<file path="src/rtl/gc_receive.sv">
`default_nettype none
// ---------------------------------------------------------------------------
// gc_receive : GameCube controller link receive deframer (pulse-width decode)
// Revision 1.0
// ---------------------------------------------------------------------------
module gc_receive #(
    parameter int LOW_THRESH   = 200,
    parameter int IDLE_TIMEOUT = 500,
    parameter int MAX_LOW      = 600
) (
    input  logic        clk100mhz,
    input  logic        reset,
    input  logic        data_in,
    input  logic        send,
    output logic [23:0] wavebird_id,
    output logic        wavebird_id_ready,
    output logic [63:0] button_data,
    output logic        button_data_ready,
    output logic        frame_error
);

    localparam logic [9:0] LOW_TH  = 10'(LOW_THRESH);
    localparam logic [9:0] IDLE_TO = 10'(IDLE_TIMEOUT);
    localparam logic [9:0] LOW_MAX = 10'(MAX_LOW);

    typedef enum logic [2:0] {
        ST_IDLE      = 3'd0,
        ST_LOW       = 3'd1,
        ST_HIGH      = 3'd2,
        ST_END       = 3'd3,
        ST_WAIT_IDLE = 3'd4
    } state_t;

    state_t      state, state_nxt;
    logic        sync_meta, s, s_prev;
    logic [9:0]  lo_cnt, lo_nxt, hi_cnt, hi_nxt;
    logic [6:0]  bit_cnt, bit_nxt;
    logic [64:0] shreg, shreg_nxt;
    logic        id_rdy_nxt, btn_rdy_nxt, err_nxt;
    logic        fall, rise;

    assign fall = s_prev & ~s;
    assign rise = s & ~s_prev;

    always_ff @(posedge clk100mhz) begin
        if (reset) begin
            state <= ST_IDLE;
        end else begin
            state <= state_nxt;
        end
    end

    always_comb begin
        state_nxt   = state;
        lo_nxt      = lo_cnt;
        hi_nxt      = hi_cnt;
        bit_nxt     = bit_cnt;
        shreg_nxt   = shreg;
        id_rdy_nxt  = 1'b0;
        btn_rdy_nxt = 1'b0;
        err_nxt     = 1'b0;
        case (state)
            ST_IDLE: begin
                lo_nxt  = '0;
                hi_nxt  = '0;
                bit_nxt = '0;
                if (fall) state_nxt = ST_LOW;
            end
            ST_LOW: begin
                if (lo_cnt >= LOW_MAX) begin
                    err_nxt   = 1'b1;
                    hi_nxt    = '0;
                    state_nxt = ST_WAIT_IDLE;
                end else if (rise) begin
                    hi_nxt = '0;
                    if (bit_cnt >= 7'd65) begin
                        err_nxt   = 1'b1;
                        state_nxt = ST_WAIT_IDLE;
                    end else begin
                        // Short low pulse is a 1; long low pulse is a 0.
                        shreg_nxt = {shreg[63:0], (lo_cnt < LOW_TH)};
                        bit_nxt   = bit_cnt + 7'd1;
                        state_nxt = ST_HIGH;
                    end
                end else if (!s) begin
                    lo_nxt = lo_cnt + 10'd1;
                end
            end
            ST_HIGH: begin
                if (fall) begin
                    lo_nxt    = '0;
                    state_nxt = ST_LOW;
                end else if (hi_cnt >= IDLE_TO) begin
                    state_nxt = ST_END;
                end else if (s) begin
                    hi_nxt = hi_cnt + 10'd1;
                end
            end
            ST_END: begin
                if (shreg[0] && bit_cnt == 7'd25)      id_rdy_nxt  = 1'b1;
                else if (shreg[0] && bit_cnt == 7'd65) btn_rdy_nxt = 1'b1;
                else                                   err_nxt     = 1'b1;
                state_nxt = ST_IDLE;
            end
            ST_WAIT_IDLE: begin
                if (hi_cnt >= IDLE_TO)  state_nxt = ST_IDLE;
                else if (s)             hi_nxt = hi_cnt + 10'd1;
                else                    hi_nxt = '0;
            end
            default: state_nxt = ST_IDLE;
        endcase
        // The transmitter owning the line abandons any partial frame, but a
        // frame already in END still reports its result.
        if (send) begin
            state_nxt = ST_IDLE;
            lo_nxt    = '0;
            hi_nxt    = '0;
            bit_nxt   = '0;
            if (state != ST_END) begin
                id_rdy_nxt  = 1'b0;
                btn_rdy_nxt = 1'b0;
                err_nxt     = 1'b0;
            end
        end
    end

    always_ff @(posedge clk100mhz) begin
        if (reset) begin
            sync_meta         <= 1'b1;
            s                 <= 1'b1;
            s_prev            <= 1'b1;
            lo_cnt            <= '0;
            hi_cnt            <= '0;
            bit_cnt           <= '0;
            shreg             <= '0;
            wavebird_id       <= '0;
            button_data       <= '0;
            wavebird_id_ready <= 1'b0;
            button_data_ready <= 1'b0;
            frame_error       <= 1'b0;
        end else begin
            sync_meta         <= data_in;
            s                 <= sync_meta;
            s_prev            <= s;
            lo_cnt            <= lo_nxt;
            hi_cnt            <= hi_nxt;
            bit_cnt           <= bit_nxt;
            shreg             <= shreg_nxt;
            wavebird_id_ready <= id_rdy_nxt;
            button_data_ready <= btn_rdy_nxt;
            frame_error       <= err_nxt;
            if (id_rdy_nxt)  wavebird_id <= shreg[24:1];
            if (btn_rdy_nxt) button_data <= shreg[64:1];
        end
    end

endmodule
`default_nettype wire

</file>
<file path="config.mk">
export PLATFORM = sky130hd
export DESIGN_NAME = gc_receive
export DESIGN_NICKNAME = d
export VERILOG_FILES = /design/src/rtl/gc_receive.sv
export SDC_FILE = /design/constraint.sdc
export NUM_CORES = 1
export LEC_CHECK = 0
export ABC_AREA = 1
export CORE_ASPECT_RATIO = 0.7
export CORE_MARGIN = 4
export CORE_UTILIZATION = 40
export DETAILED_ROUTE_END_ITERATION = 6
export PLACE_DENSITY = 0.7
export SYNTH_ARGS = -nofsm -noshare
export SYNTH_HDL_FRONTEND = slang
export SYNTH_SLANG_ARGS = --single-unit
export TNS_END_PERCENT = 100
</file>
<file path="constraint.sdc">
create_clock -name clk100mhz -period 1.55 [get_ports clk100mhz]
set_clock_uncertainty 0.15 [all_clocks]
set_input_delay 0.155 -clock clk100mhz [delete_from_list [all_inputs] [get_ports clk100mhz]]
set_output_delay 0.155 -clock clk100mhz [all_outputs]
set_load 0.05 [all_outputs]
</file>
==> parameters.txt <==
Parameter                              Value

Run status
  Status ... finished, violations left
  Violations in the final reports ... setup timing

Detailed routing
  Sum of routed wire length over all layers ... 23.6 mm
  Routed vias ... 7,360
  Average detailed-routed wire length per instance ... 16.8 µm
  DRC errors left ... 0
  Initial DRC count ... 614
  Remaining antenna violation count ... 0
  First-pass DRT Iterations ... 5
  Via count normalized by instance count ... 5.25

Synth
  Synth top area share ... 50.6%
  Count of mapped cells out of synthesis ... 945
  Cell taking the most area after synthesis ... dfxtp_1
  Post-Synthesis Net Count ... 955
  Biggest area contributors in the synthesized netlist ... dfxtp_1, a21oi_1, o21ai_0
  Synth Register Bits ... 189
  Top cells by instance count after synthesis ... dfxtp_1, a21oi_1, inv_1, nand2_1, o21ai_0
  Total of warnings raised by yosys ... 0
  Mean instance size in the synthesized netlist ... 7.92 µm²
  Count of flip-flops with a built-in enable after synthesis ... 0
  Most common cell in the netlist ... dfxtp_1
  Fraction of registers with async set or reset after synthesis ... 0%
  Number of distinct library cells after synthesis ... 33
  Sequential area share after synthesis ... 50.6%
  Most common flop cell mapped by yosys ... dfxtp_1
  Area of the mapped netlist ... 0.00748 mm²

Critical path
  Top delay family on crit path ... buffers and inverters
  Path depth of the worst reg2reg path ... 11
  CP max FO ... 18
  Startpoint of the most critical register-to-register path ... bit_cnt[1]
  CP cell instances ... inv_2 > ha_4 > inv_4 > nor2_4 > nand3_2 > buf_6 > nand4_4 > buf_12 > buf_8 > o21ai_0 > a21oi_1
  Required time worst endpoint ... 1.73 ns
  Worst setup path start ... bit_cnt[1]
  Endpoint of the worst-slack reg-to-reg timing path ... shreg[20]
  Worst Setup EP ... shreg[20]
  Class of the most critical setup path ... register to register
  CP startpoint kind ... register
  Internal reg-to-reg setup slack ... -0.34 ns
  Setup crit end kind ... register
  Worst-path cell with the longest stage delay ... dfxtp_2
  Worst Path Buf+Inv ... 5
  Worst path arrival time ... 2.07 ns
  Worst stage delay on the critical path ... 0.33 ns
  Total stage count of the critical path ... 11

Final layout
  Number of nets in the layout ... 1,164
  Fin util ... 63.3%
  Total non-filler cell area in the finished layout ... 0.0115 mm²
  Antenna diode count ... 0
  P&R area growth vs syn ... 54.2%
  Ratio of cells with drive above 1 in the final layout ... 41.5%

Clock network
  Count of clock tree sinks ... 189
  Max clock buf depth ... 2
  Clock slew seen by the registers of the worst setup and hold paths ... 0.08 ns
  Clock latency on the worst-skew pair ... 0.44 ns
  Clock buffer count from CTS ... 17
  TritonCTS clock tree ... built
  Clock root cell ... clkbuf_16
  H-tree depth reported by CTS ... 4

GRT
  Largest net degree at the start of global routing ... 52
  Total overflow reported by the global router ... 0
  Overall fraction of global-route tracks in use ... 19.5%
  Vias in the first global route ... 6,699
  Antenna violations before repair ... 0
  First-pass GRT wire length ... 33.0 mm

Timing
  Final hold viol count ... 0
  Setup Viol. Count Final ... 185
  Max-slew violations ... 0
  Unrepaired setup endpoints after global routing ... true
  Fin worst setup slack ... -0.339 ns
  Fin crit share ... 122%
  Least-Margin Pin Slew ... 0.365 ns
  Relative slew slack ... 75.5%
  Max Freq ... 0.529 GHz
  Hold slack ... 0.144 ns
  Minimum period implied by the final worst setup slack ... 1.89 ns

Placed design
  Number of port buffers ... 94
  Placed inst area ... 0.00917 mm²
  Dpl hpwl ... 12.2 mm
  Routability congestion estimate ... 0.870

Die
  Effective utilization at floorplan ... 41.1%
  Core region area ... 0.0182 mm²
  Horizontal extent of the die ... 171 µm
  Number of cell rows ... 41
  Die Y ... 122 µm
  Die Footprint ... 0.0210 mm²
  Number of top-level pins ... 95

Power
  Leakage dissipation ... 4.62 nW
  Worst voltage drop across the vdd grid ... 780 µV
  Power density normalized to cell area ... 854 mW/mm²
  Post-layout total power ... 9.86 mW

Job
  Max Cap Violations ... 0

Min path
  Classification of the worst-slack hold path ... input port to register
worst min path at each step:
stage | slack, ns | start | cells past startpoint | end
6_report | 0.14 | data_in | 2 | sync_meta
5_1_grt | 0.14 | data_in | 2 | sync_meta
4_1_cts | 0.13 | data_in | 2 | sync_meta
3_5_place_dp | 0.26 | sync_meta | 1 | s
3_3_place_gp | 0.26 | sync_meta | 1 | s
2_1_floorplan | 0.08 | reset | 1 | wavebird_id_ready
layout by cell type (no fill, tap or decap), types with 8 or more instances in the layout:
cell       synthesis  routed
dfxtp_1          189     176
buf_4              2     169
a21oi_1          179     130
inv_1            123     112
o21ai_1           71      99
nand2_1           96      60
a21oi_2            0      48
o21ai_2            1      35
nor2_1            47      32
buf_12             0      32
o21ai_0           93      26
clkbuf_16          0      26
nand2_2            4      22
buf_6              9      21
nand2_4            0      18
nand3_1           27      16
nand4_1           11      11
nor2_2             3      10
nor2_4             2      10
nand3_2            3      10
dfxtp_2            0      10
inv_2              5       9
inv_4              0       8
buf_16             0       8
stage by stage:
stage / instances / TNS, ns / setup slack (ns)
finish: 1403 / -39.35 / -0.339
global route: 1403 / -53.29 / -0.421
CTS: 1380 / -25.99 / -0.243
detailed placement: 1315 / -30.71 / -0.250
global placement: 1315 / -26.89 / -0.251
floorplan: 945 / -5.44 / -0.0767
state kept, by name, summed over array words and instances (netlist names):
signal,cells
s,1
lo_cnt,10
sync_meta,1
wavebird_id_ready,1
s_prev,1
state,3
hi_cnt,10
frame_error,1
button_data_ready,1
shreg,65
wavebird_id,24
bit_cnt,7
button_data,64
what timing repair did:
action                                 in CTS  in global routing
setup buffers                              25                 18
hold buffers                                0                  0
resized for setup                         144                201
gates cloned                                9                 10
setup endpoints to repair                 186                186
endpoints found under the hold margin       0                  0
pin swaps                                  34                 51
routing by layer:
| metal | wire [µm] | share of wire, % | vias to the layer above | track usage (%) |
|---|---|---|---|---|
| met4 | 405 | 1.7 | 0 | 7.57 |
| met2 | 11100 | 47 | 249 | 29.5 |
| met3 | 1420 | 6.0 | 38 | 4.64 |
| met1 | 10600 | 45 | 3510 | 27.0 |
| met5 | 0 | 0 | - | 0 |
| li1 | - | - | 3563 | - |
final cells by class:
cell class / instances / area, µm²
fill: 1402 / 6680
sequential: 189 / 3810
multi-input combinational: 570 / 3650
timing repair buffer: 246 / 2700
inverter: 130 / 509
clock buffer: 19 / 453
tap: 236 / 295
clock inverter: 13 / 124
worst reg2reg max path: stages, from the launching register on:
cell	delay, ns
dfxtp_2	0.33
inv_2	0.04
ha_4	0.15
inv_4	0.07
nor2_4	0.04
nand3_2	0.11
buf_6	0.12
nand4_4	0.14
buf_12	0.21
buf_8	0.16
o21ai_0	0.19
a21oi_1	0.06
report_power, final:
part           switching (mW)  leakage [nW]  internal, mW
Combinational           0.363          2.82         0.275
Clock                    2.12         0.272          2.21
Sequential             0.0166          1.53          4.87
cell families (layout without fill, tap and decap cells):
kind of cell | after synthesis | in the layout | synth area share (%)
adder cells (fa/ha/maj) | 6 | 6 | 1.00
buffers and inverters | 186 | 408 | 11.6
flip-flops | 189 | 189 | 50.6
AO/OA/AOI/OAI | 347 | 347 | 23.3
AND/OR/NAND/NOR | 210 | 210 | 12.7
XOR/XNOR | 7 | 7 | 0.819
No activity file was read; power rests on OpenSTA's default activity.
==> patch, RTL diff (same flow settings) <==
The 5 states of `state_t` get a one-hot encoding in 5 bits.
--- a/src/rtl/gc_receive.sv
+++ b/src/rtl/gc_receive.sv
@@ -24,10 +24,10 @@
     localparam logic [9:0] LOW_MAX = 10'(MAX_LOW);
 
-    typedef enum logic [2:0] {
-        ST_IDLE      = 3'd0,
-        ST_LOW       = 3'd1,
-        ST_HIGH      = 3'd2,
-        ST_END       = 3'd3,
-        ST_WAIT_IDLE = 3'd4
+    typedef enum logic [4:0] {
+        ST_IDLE      = 5'b00001,
+        ST_LOW       = 5'b00010,
+        ST_HIGH      = 5'b00100,
+        ST_END       = 5'b01000,
+        ST_WAIT_IDLE = 5'b10000
     } state_t;
 
Check against the original RTL: no difference found for any inputs over 10 cycles, from zero or initial values and one cycle with reset high; not proved beyond that.
==> patch against the original RTL <==
  * The run still ends with negative setup slack left
  * Power rose by 1.7%
  * Sequential cell count up 2
  * Fmax rose by 3.6%
  * Routed wire length grew 2.1%
  * First-iteration DRC count is 18% lower
  * Combinational power fell by 16%
  * Critical path depth shrank 1
  * Worst setup slack improved by 0.065 ns
  * Area after synthesis grew 3.0%
  * Design area increased by 4.6%
  * Sequential power up 0.8%
  * Largest cell class is now multi-input gates
==> patch: results (changes against the original RTL) <==
- Status: finished with violations
- Failing checks: negative setup slack
- GPL Wtd Cong: 0.8827 (+1.4%)
- Num sequential: 191 (+1.1%)
- Buffering overhead: 0.2124 (-0.02152)
- Placed cell area: 9390 um2 (+2.4%)
- Via count: 7477 (+1.6%)
- Worst slack at placement: -0.2383 ns (+0.01173 ns)
- CP Max Fanout: 6 (-12)
- Wirelength per Cell: 16.61 um (-1.3%)
- DRT iter0 DRCs: 503 (-18%)
- ClkCell Share: 0.05010 (+0.00009874)
- First-pass GRT wire length: 33460 um (+1.4%)
- Post-DP HPWL: 11980 um (-1.8%)
- Critical Path AT: 2.00 ns (-0.07 ns)
- Worst setup margin: -0.2741 ns (+0.06500 ns)
- Multi-input combinational area share: 0.3392 (+0.02291)
- Fill cells: 1463 (+4.4%)
- Slew margin rel.: 0.7132 (-0.04187)
- Count of multi-input gates: 585 (+2.6%)
- Non-clk bufs: 228 (-7.3%)
- Top cells by instance count after synthesis: 191 x dfxtp_1, 181 x a21oi_1, 168 x inv_1
- Lkg Pwr: 4.641 nW (+0.44%)
- Final #Nets: 1206 (+3.6%)
- GRT Total Usage: 0.1887 (-0.006202)
- Inverters, non-clock: 173 (+33%)
- P_int: 0.007644 W (+4.0%)
- Vias in the first global route: 6775 (+1.1%)
- Inst Count DP: 1371 (+4.3%)
- Final setup fails: 187 (+1.1%)
- Syn Area/Cell: 7.670 um2 (-3.1%)
- Row Count: 42 (+2.4%)
- Vias per inst: 5.153 (-1.8%)
- Mapped Nets: 1015 (+6.3%)
- Largest net degree at the start of global routing: 62 (+19%)
patch: power by group through the flow:
stage | clock network, W | registers [W] | logic, W
CTS | 0.00461 | 0.00492 | 0.000448
detailed placement | 0 | 0.00504 | 0.000352
global placement | 0 | 0.00504 | 0.000348
finish | 0.00457 | 0.00492 | 0.000534
floorplan | 0 | 0.00504 | 0.000230
global route | 0.00483 | 0.00492 | 0.000577
patch: worst paths after layout:
| check | startpoint | endpoint | slack (ns) | cells past startpoint |
|---|---|---|---|---|
| setup reg to reg | state[0]$_SDFFE_PP1P_ | lo_cnt[6]$_SDFFE_PP0P_ | -0.27 | 10 |
| hold / removal | data_in | sync_meta$_SDFF_PP1_ | 0.14 | 2 |
| hold reg to reg | sync_meta$_SDFF_PP1_ | s$_SDFF_PP1_ | 0.27 | 1 |
| setup / recovery | state[0]$_SDFFE_PP1P_ | lo_cnt[6]$_SDFFE_PP0P_ | -0.27 | 10 |
patch: cell families (layout without fill, tap and decap cells):
group | Yosys count | in the layout | synth area share
buf+inv | 230 | 433 | 0.1269
fa+ha+maj | 6 | 6 | 0.009738
flops | 191 | 191 | 0.4960
simple gates | 222 | 223 | 0.1310
xor+xnor | 8 | 8 | 0.009090
compound gates | 348 | 348 | 0.2272
patch: per-layer routing:
metal  vias to the layer above  share of wire  GRT usage
li1                       3659              -          -
met3                        42          0.051    0.04278
met2                       200           0.48     0.2966
met1                      3576           0.45     0.2598
met5                         -              0          0
met4                         0          0.020    0.06130
patch: worst register-to-register path, delay by kind of cell, from the launching register on:
kind	cells	cell delay, ns
buffers and inverters	2	0.27
and+or+nand+nor	8	0.96
DFF	1	0.35
patch: repair_timing:
action | in CTS | in global routing
setup endpoints to repair | 184 | 187
setup buffers | 13 | 9
gates cloned | 11 | 17
gates resized for setup | 192 | 199
pin swaps | 59 | 64
